`src/rtl/fifo_pkg.sv`:
```
// Shared pointer helpers for the dual-clock FIFO: depth/width derivation and
// Gray/binary conversion used by both the write-side and read-side stages.
package fifo_pkg;

    localparam int MAX_PTR_W = 32;
    typedef logic [MAX_PTR_W-1:0] ptr_word_t;

    function automatic int depth_of(input int addr_width);
        return 1 << addr_width;
    endfunction

    function automatic int ptr_width(input int addr_width);
        return addr_width + 1;
    endfunction

    // Operands are zero-extended pointers of any width up to MAX_PTR_W;
    // callers cast the result back down to their own pointer width.
    function automatic ptr_word_t bin2gray(input ptr_word_t b);
        return b ^ (b >> 1);
    endfunction

    function automatic ptr_word_t gray2bin(input ptr_word_t g);
        ptr_word_t b;
        b = g;
        for (int i = 1; i < MAX_PTR_W; i++) begin
            b ^= g >> i;
        end
        return b;
    endfunction

endpackage

```
`src/rtl/fifo_sync_r2w.sv`:
```
// Two-flop synchronizer bringing the read-domain Gray pointer into wclk.
module fifo_sync_r2w #(
    parameter int WIDTH = 4
) (
    input  logic             wclk,
    input  logic             wrst,
    input  logic [WIDTH-1:0] rptr,
    output logic [WIDTH-1:0] rq2
);

    logic [WIDTH-1:0] rq1;

    // NOTE: sequential state uses non-blocking assignments so rq2 takes the
    // old rq1, giving two real register stages instead of one.
    always_ff @(posedge wclk) begin
        if (wrst) begin
            rq1 <= '0;
            rq2 <= '0;
        end else begin
            rq1 <= rptr;
            rq2 <= rq1;
        end
    end

endmodule

```
`src/rtl/fifo_wptr_full.sv`:
```
// Write-side control of the dual-clock FIFO: write pointers, storage strobe
// and registered full / almost-full / free-space / sticky overflow status.
module fifo_wptr_full
    import fifo_pkg::*;
#(
    parameter int ADDR_WIDTH = 3,
    parameter int AF_THRESH  = 1
) (
    input  logic                  wclk,
    input  logic                  wrst,
    input  logic                  winc,
    input  logic [ADDR_WIDTH:0]   rptr,
    output logic [ADDR_WIDTH-1:0] waddr,
    output logic                  wen,
    output logic [ADDR_WIDTH:0]   wptr,
    output logic                  wfull,
    output logic                  walmost_full,
    output logic [ADDR_WIDTH:0]   wfree,
    output logic                  woverflow
);

    localparam int PW    = ptr_width(ADDR_WIDTH);
    localparam int DEPTH = depth_of(ADDR_WIDTH);

    logic [PW-1:0] wbin;
    logic [PW-1:0] wbin_next;
    logic [PW-1:0] wgray_next;
    logic [PW-1:0] rq2;
    logic [PW-1:0] rbin;
    logic [PW-1:0] used;
    logic [PW-1:0] free_next;
    logic          full_next;
    logic          af_next;

    fifo_sync_r2w #(.WIDTH(PW)) u_sync (
        .wclk (wclk),
        .wrst (wrst),
        .rptr (rptr),
        .rq2  (rq2)
    );

    assign wen   = winc & ~wfull;
    assign waddr = wbin[ADDR_WIDTH-1:0];

    // NOTE: every signal in this block is fully assigned on every pass, so no
    // latch can be inferred.
    always_comb begin
        wbin_next  = wbin + PW'(wen);
        wgray_next = PW'(bin2gray(ptr_word_t'(wbin_next)));
        rbin       = PW'(gray2bin(ptr_word_t'(rq2)));
        used       = wbin_next - rbin;
        free_next  = PW'(DEPTH) - used;
        // Full when the pointers match except for the wrap bit, seen in Gray
        // as the two top bits inverted.
        full_next  = (wgray_next == {~rq2[ADDR_WIDTH:ADDR_WIDTH-1], rq2[ADDR_WIDTH-2:0]});
        af_next    = (free_next <= PW'(AF_THRESH));
    end

    always_ff @(posedge wclk) begin
        if (wrst) begin
            wbin         <= '0;
            wptr         <= '0;
            wfull        <= 1'b0;
            walmost_full <= (DEPTH <= AF_THRESH);
            wfree        <= PW'(DEPTH);
            woverflow    <= 1'b0;
        end else begin
            wbin         <= wbin_next;
            wptr         <= wgray_next;
            wfull        <= full_next;
            walmost_full <= af_next;
            wfree        <= free_next;
            if (winc && wfull) begin
                woverflow <= 1'b1;
            end
        end
    end

endmodule

```
`config.mk`:
```
export PLATFORM = sky130hd
export DESIGN_NAME = fifo_wptr_full
export DESIGN_NICKNAME = d
export VERILOG_FILES = /design/src/rtl/fifo_pkg.sv /design/src/rtl/fifo_sync_r2w.sv /design/src/rtl/fifo_wptr_full.sv
export SDC_FILE = /design/constraint.sdc
export NUM_CORES = 1
export LEC_CHECK = 0
export CAP_MARGIN = 20
export CORE_UTILIZATION = 26
export DETAILED_ROUTE_END_ITERATION = 8
export GPL_TIMING_DRIVEN = 0
export PLACE_DENSITY = 0.54
export SLEW_MARGIN = 20
export SYNTH_ARGS = -nofsm -noshare
export SYNTH_HDL_FRONTEND = slang
export SYNTH_SLANG_ARGS = --single-unit
```
`constraint.sdc`:
```
create_clock -name wclk -period 2.8 [get_ports wclk]
set_clock_uncertainty 0.15 [all_clocks]
set_input_delay 0.42 -clock wclk [delete_from_list [all_inputs] [get_ports wclk]]
set_output_delay 0.42 -clock wclk [all_outputs]
set_load 0.005 [all_outputs]
```
Word level (Yosys, flattened, before mapping)
Cells that the tools add are included.
W data, S select, Z words.
{"block": "totals", "input_bits": 7, "reg_bits": 23, "output_inout_bits": 15, "word_cells": 21}
{"block": "op_classes", "eq_ne": 1, "add_sub_neg": 3, "bitwise": 7, "n_lt_le_gt_ge": 1, "reduce_logical": 1}
{"cell": "$xor A4 B3 Y4", "count": 2}
{"cell": "$add A4 B1 Y4", "count": 1}
{"cell": "$eq A4 B4 Y1", "count": 1}
{"cell": "$le A4 B1 Y1 const B", "count": 1}
{"cell": "$sub A4 B4 Y4", "count": 1}
{"cell": "$sub A4 B4 Y4 const A", "count": 1}
{"cell": "$xor A4 B1 Y4", "count": 1}
{"cell": "$xor A4 B2 Y4", "count": 1}
{"cell": "$not A2 Y2", "count": 1}
{"cell": "$and A1 B1 Y1", "count": 1}
{"cell": "$logic_and A1 B1 Y1", "count": 1}
{"cell": "$not A1 Y1", "count": 1}

Depth between registers and ports, before layout
Gate-level depths: netlist (run 1).
{"block": "logic_depth", "depth_word": 6, "mapped_depth": 11, "ltp_nobuf": 11}

Modules after synthesis
From an unflattened synthesis (run 1), not the netlist that was laid out.
{"block": "hier_totals", "cells_unflattened": 79, "area_unflattened_um2": 915.9}
{"module": "fifo_wptr_full", "n_inst": 1, "area_each_um2": 705.7, "seq_area_each_um2": 280.3, "cells_per_inst": 63}
{"module": "fifo_sync_r2w", "n_inst": 1, "area_each_um2": 210.2, "seq_area_each_um2": 160.2, "cells_per_inst": 16}

Least setup slack after synthesis (run 1)
No wires, ideal clock.
{"block": "synth_timing", "kind": "in2reg", "startpoint": "input winc", "endpoint": "register walmost_full", "n_path_buf": 0, "required_ns": 2.534, "setup_ns": 0.116, "stages": 11, "path_slack_ns": -0.018, "t_arrival_ns": 2.552, "cell_sequence": "nor2b_1 > ha_1 > ha_1 > inv_1 > ha_1 > ha_1 > inv_1 > fa_1 > xnor2_1 > xnor3_1 > and3_1"}
{"block": "synth_via", "elab_chain_len": 5}
{"element": "from (decl)", "line_no": "fifo_wptr_full.sv:11", "rtl": "input logic winc,"}
{"element": "$and A1 B1 Y1", "line_no": "fifo_wptr_full.sv:42", "rtl": "assign wen = winc & ~wfull;"}
{"element": "$add A4 B1 Y4", "line_no": "fifo_wptr_full.sv:48", "rtl": "wbin_next = wbin + PW'(wen);"}
{"element": "named net wbin_next[1]", "line_no": "fifo_wptr_full.sv:26", "rtl": "logic [PW-1:0] wbin_next;"}
{"element": "$sub A4 B4 Y4", "line_no": "fifo_wptr_full.sv:51", "rtl": "used = wbin_next - rbin;"}
{"element": "$sub A4 B4 Y4", "line_no": "fifo_wptr_full.sv:52", "rtl": "free_next = PW'(DEPTH) - used;"}
{"element": "$le A4 B1 Y1", "line_no": "fifo_wptr_full.sv:56", "rtl": "af_next = (free_next <= PW'(AF_THRESH));"}
{"element": "to (signal assigned)", "line_no": "fifo_wptr_full.sv:64", "rtl": "walmost_full <= (DEPTH <= AF_THRESH);"}
{"element": "to (signal assigned)", "line_no": "fifo_wptr_full.sv:71", "rtl": "walmost_full <= af_next;"}
{"element": "to (decl)", "line_no": "fifo_wptr_full.sv:17", "rtl": "output logic walmost_full,"}
The timed path passes the listed nets, and every way through them passes these cells.
A chain may end at the register's enable or synchronous reset.

Worst setup path after layout (run 1)
{"block": "layout_timing", "startpoint": "register u_sync.rq2[3]", "endpoint": "register walmost_full"}
{"block": "layout_via", "elab_chain_len": 6}
{"element": "from (decl)", "line_no": "fifo_sync_r2w.sv:8", "rtl": "output logic [WIDTH-1:0] rq2"}
{"element": "from (signal assigned)", "line_no": "fifo_sync_r2w.sv:21", "rtl": "rq2 <= rq1;"}
{"element": "$xor A4 B3 Y4", "line_no": "fifo_pkg.sv:26", "rtl": "b ^= g >> i;"}
{"element": "$xor A4 B2 Y4", "line_no": "fifo_pkg.sv:26"}
{"element": "$xor A4 B1 Y4 (*)", "line_no": "fifo_pkg.sv:26"}
{"element": "$sub A4 B4 Y4 (*)", "line_no": "fifo_wptr_full.sv:51"}
{"element": "$sub A4 B4 Y4 (*)", "line_no": "fifo_wptr_full.sv:52"}
{"element": "$le A4 B1 Y1 (*)", "line_no": "fifo_wptr_full.sv:56"}
Every way passes the cells marked *; elsewhere a longest branch is shown, timed or not.

==> results of run 1 <==
[path summary, 6_finish.rpt]
kind / start / end / slack [ns] / cells past startpoint
setup / recovery: u_sync.rq2[3] / walmost_full / 0.18 / 11
setup reg to reg: u_sync.rq2[3] / walmost_full / 0.18 / 11
hold reg to reg: u_sync.rq1[3] / u_sync.rq2[3] / 0.30 / 1
hold / removal: u_sync.rq1[3] / u_sync.rq2[3] / 0.30 / 1
[per-layer routing]
| metal | wire length, um | global-route usage (%) | up-vias | part of all wire [%] |
|---|---|---|---|---|
| li1 | - | - | 308 | - |
| met4 | 54 | 5.71 | 0 | 3.5 |
| met3 | 65 | 2.48 | 5 | 4.3 |
| met1 | 696 | 11.5 | 250 | 46 |
| met2 | 706 | 14.3 | 20 | 46 |
| met5 | 0 | 0 | - | 0 |
[through the flow]
stage                     total power [mW]  worst slack (ns)  utilization (%)
final                                0.741             0.177             38.5
after global routing                 0.789            0.0252             38.5
after CTS                            0.746             0.138             38.3
after detailed placement             0.544            -0.549             35.7
after global placement               0.542            -0.510             35.7
after floorplan                      0.466            0.0314                -
[layout make-up]
class / instances / area, um^2 / share of cell area (%)
plain buffers: 2 / 7.51 / 0.575
clock buffers: 4 / 36.3 / 2.78
inverters: 5 / 18.8 / 1.44
multi-input cells: 51 / 507 / 38.8
flip-flops and latches: 22 / 440 / 33.7
well taps: 46 / 57.6 / 4.41
repair buffers: 25 / 239 / 18.3
[power by group through the flow]
stage	clock, mW	sequential (mW)	combinational [mW]
6_report	0.179	0.355	0.208
5_1_grt	0.195	0.359	0.234
4_1_cts	0.185	0.356	0.206
3_5_place_dp	0	0.362	0.182
3_3_place_gp	0	0.362	0.180
2_1_floorplan	0	0.365	0.101
[cell families (layout without fill, tap and decap cells)]
kind of cell | after synthesis | in the layout
AOI/OAI and AO/OA | 2 | 2
xor gates and xnor gates | 16 | 16
adders and majority gates | 7 | 7
buffers and inverters | 7 | 36
DFF | 22 | 22
and+or+nand+nor | 26 | 26
[state kept, by name, summed over array words and instances (netlist names)]
| signal | flops |
|---|---|
| wfull | 1 |
| wbin | 3 |
| u_sync.rq1 | 4 |
| walmost_full | 1 |
| wfree | 4 |
| wptr | 4 |
| woverflow | 1 |
| u_sync.rq2 | 4 |
[timing repair]
action                                  4_1_cts  5_1_grt
setup buffers                                 3        1
resized for setup                             7        0
pin swaps                                     4        1
endpoints found under the setup margin        2        2
[cell usage in the layout, fill, tap and decap left out, types with 3 or more instances in the layout]
| cell | netlist | layout |
|---|---|---|
| xnor2_1 | 7 | 6 |
| dfxtp_1 | 22 | 22 |
| xnor3_1 | 4 | 4 |
| xor2_1 | 4 | 4 |
| ha_1 | 6 | 4 |
| clkbuf_4 | 0 | 3 |
| nor2_1 | 10 | 10 |
| nor2b_1 | 11 | 10 |
| buf_4 | 0 | 4 |
| inv_1 | 5 | 5 |
| clkdlybuf4s50_1 | 0 | 20 |
==> summary.txt, run 1 <==
Status
  – Run status: complete, no violations

Floorplan
  – Core area: 0.00339 mm^2
  – # rows: 21
  – Die ar.: 0.00382 mm^2
  – Number of I/O pins: 22
  – Initial core utilization: 27.5%
  – Chip height: 61.8 um
  – Die width: 61.8 um

Synth
  – FF+latch count, synth: 22
  – Synthesized area per cell: 11.6 um^2
  – Area share of the largest cell type after synthesis: 47.3%
  – Most frequent cell after synthesis: dfxtp_1
  – Cell area after synthesis: 931 um^2
  – Synth cell count leaders: 22 x dfxtp_1, 11 x nor2b_1, 10 x nor2_1, 7 x xnor2_1, 6 x ha_1
  – Post-Synth Simple-Gate Area: 15.3%
  – Main synth FF type: dfxtp_1
  – Asr flop ratio synth: 0%
  – Sequential fraction of the synthesis area: 47.3%
  – Post-synth EDFFs: 0
  – Post-synthesis xor/xnor area fraction: 21.8%
  – Synthesized Nets: 94
  – Post-synth top area cell: dfxtp_1
  – Post-synth cell types: 17
  – Post-Syn Instances: 80
  – Top cells by area, synth: dfxtp_1 47%, xnor3_1 9.7%, ha_1 8.1%
  – Yosys warnings: 0
  – Largest family of logic cells by synthesized area: XOR/XNOR gates
  – Compound-cell area share of the yosys netlist: 2.55%
  – Post-Synth Adder-Cell Area: 10.2%
  – Post-synthesis mux area share: 0%

Critical path
  – Maximum fanout along the worst path: 2
  – WP data arrival: 2.69 ns
  – WP buf/inv: 2
  – Startpoint type of the worst setup path: register
  – Crit. End Element: register
  – Worst Path Required: 2.87 ns
  – Critical path cell sequence: xor2_1, xor2_1, xnor2_1, ha_1, inv_1, ha_1, inv_1, fa_2, xnor2_2, xnor3_1, and3_1
  – Critical Path Max Stage Delay: 0.40 ns
  – Slowest-stage cell, CP: dfxtp_1
  – CP top delay family: XOR/XNOR gates
  – Critical path type: reg2reg

Worst hold path
  – HP Class: reg2reg

Placement
  – GP Congestion: 0.688
  – Final HPWL DP: 1110 um
  – Dpl cell area: 0.00121 mm^2
  – Post-Place Cells: 147
  – Input/output buffers: 21

Timing
  – TNS Setup: 0 ns
  – Unrepaired setup endpoints after global routing: no
  – Worst Tran Pin Value: 0.465 ns
  – Fin. Hold Viols: 0
  – WHS: 0.301 ns
  – Final period util: 93.7%
  – Setup Viol. Count Final: 0
  – Clock period minus worst slack: 2.62 ns
  – Slew Limit Headroom: 69.0%
  – Fmax: 0.381 GHz
  – Max Slew Vio Count: 0

Cells and area
  – # diodes: 0
  – Fin nets: 124
  – Fill cell count: 331
  – Layout area overhead: 40.3%
  – Post-route non-filler standard cell count: 155
  – Finished layout cell area: 0.00131 mm^2
  – Layout cells sized above 1: 14.7%

Clocking
  – Num CTS Buffers: 3
  – Root Driver: clkbuf_4
  – Worst-case clock buffer depth: 2
  – H-tree levels: 1
  – CTS tree: built
  – CTS hold repair buffers: 0
  – Clk_lat worst skew: 0.32 ns
  – CTS sink cnt: 22
  – Clk slew on worst S/H paths: 0.11 ns

Routing
  – Via count: 583
  – Vias/cell: 3.76
  – DRC: 0
  – Drt pass-1 iters: 2
  – Wirelength per Cell: 9.83 um
  – Detailed router's first-iteration violation count: 27
  – Routed Antenna Nets: 0
  – Total Wirelength: 1520 um

GRT
  – Global route overflow: 0
  – GR Util All Layers: 9.26%
  – First-pass GRT wire length: 2440 um
  – Vias in the first global route: 540
  – Largest net degree at the start of global routing: 13
  – Initial antenna violation count: 0

Power and ir drop
  – Peak VDD IR: 182 uV
  – Pwr Density: 568 mW/mm^2
  – Leak: 0.538 nW
  – Comb power frac: 28.0%
  – Clock share of power: 24.1%
  – Net Switching: 187 uW
  – Sw Ratio: 25.3%
  – Reg power frac: 47.9%
  – Cell internal pwr: 554 uW

Job
  – Max-cap violations: 0
No activity file was read; power rests on OpenSTA's default activity.
==> inputs of run 2 (changes only) <==
CTS_CLUSTER_DIAMETER = 80   (was default)
==> results of run 2 <==
Same layout as run 1: the final DEF is identical, and so are final timing and power.
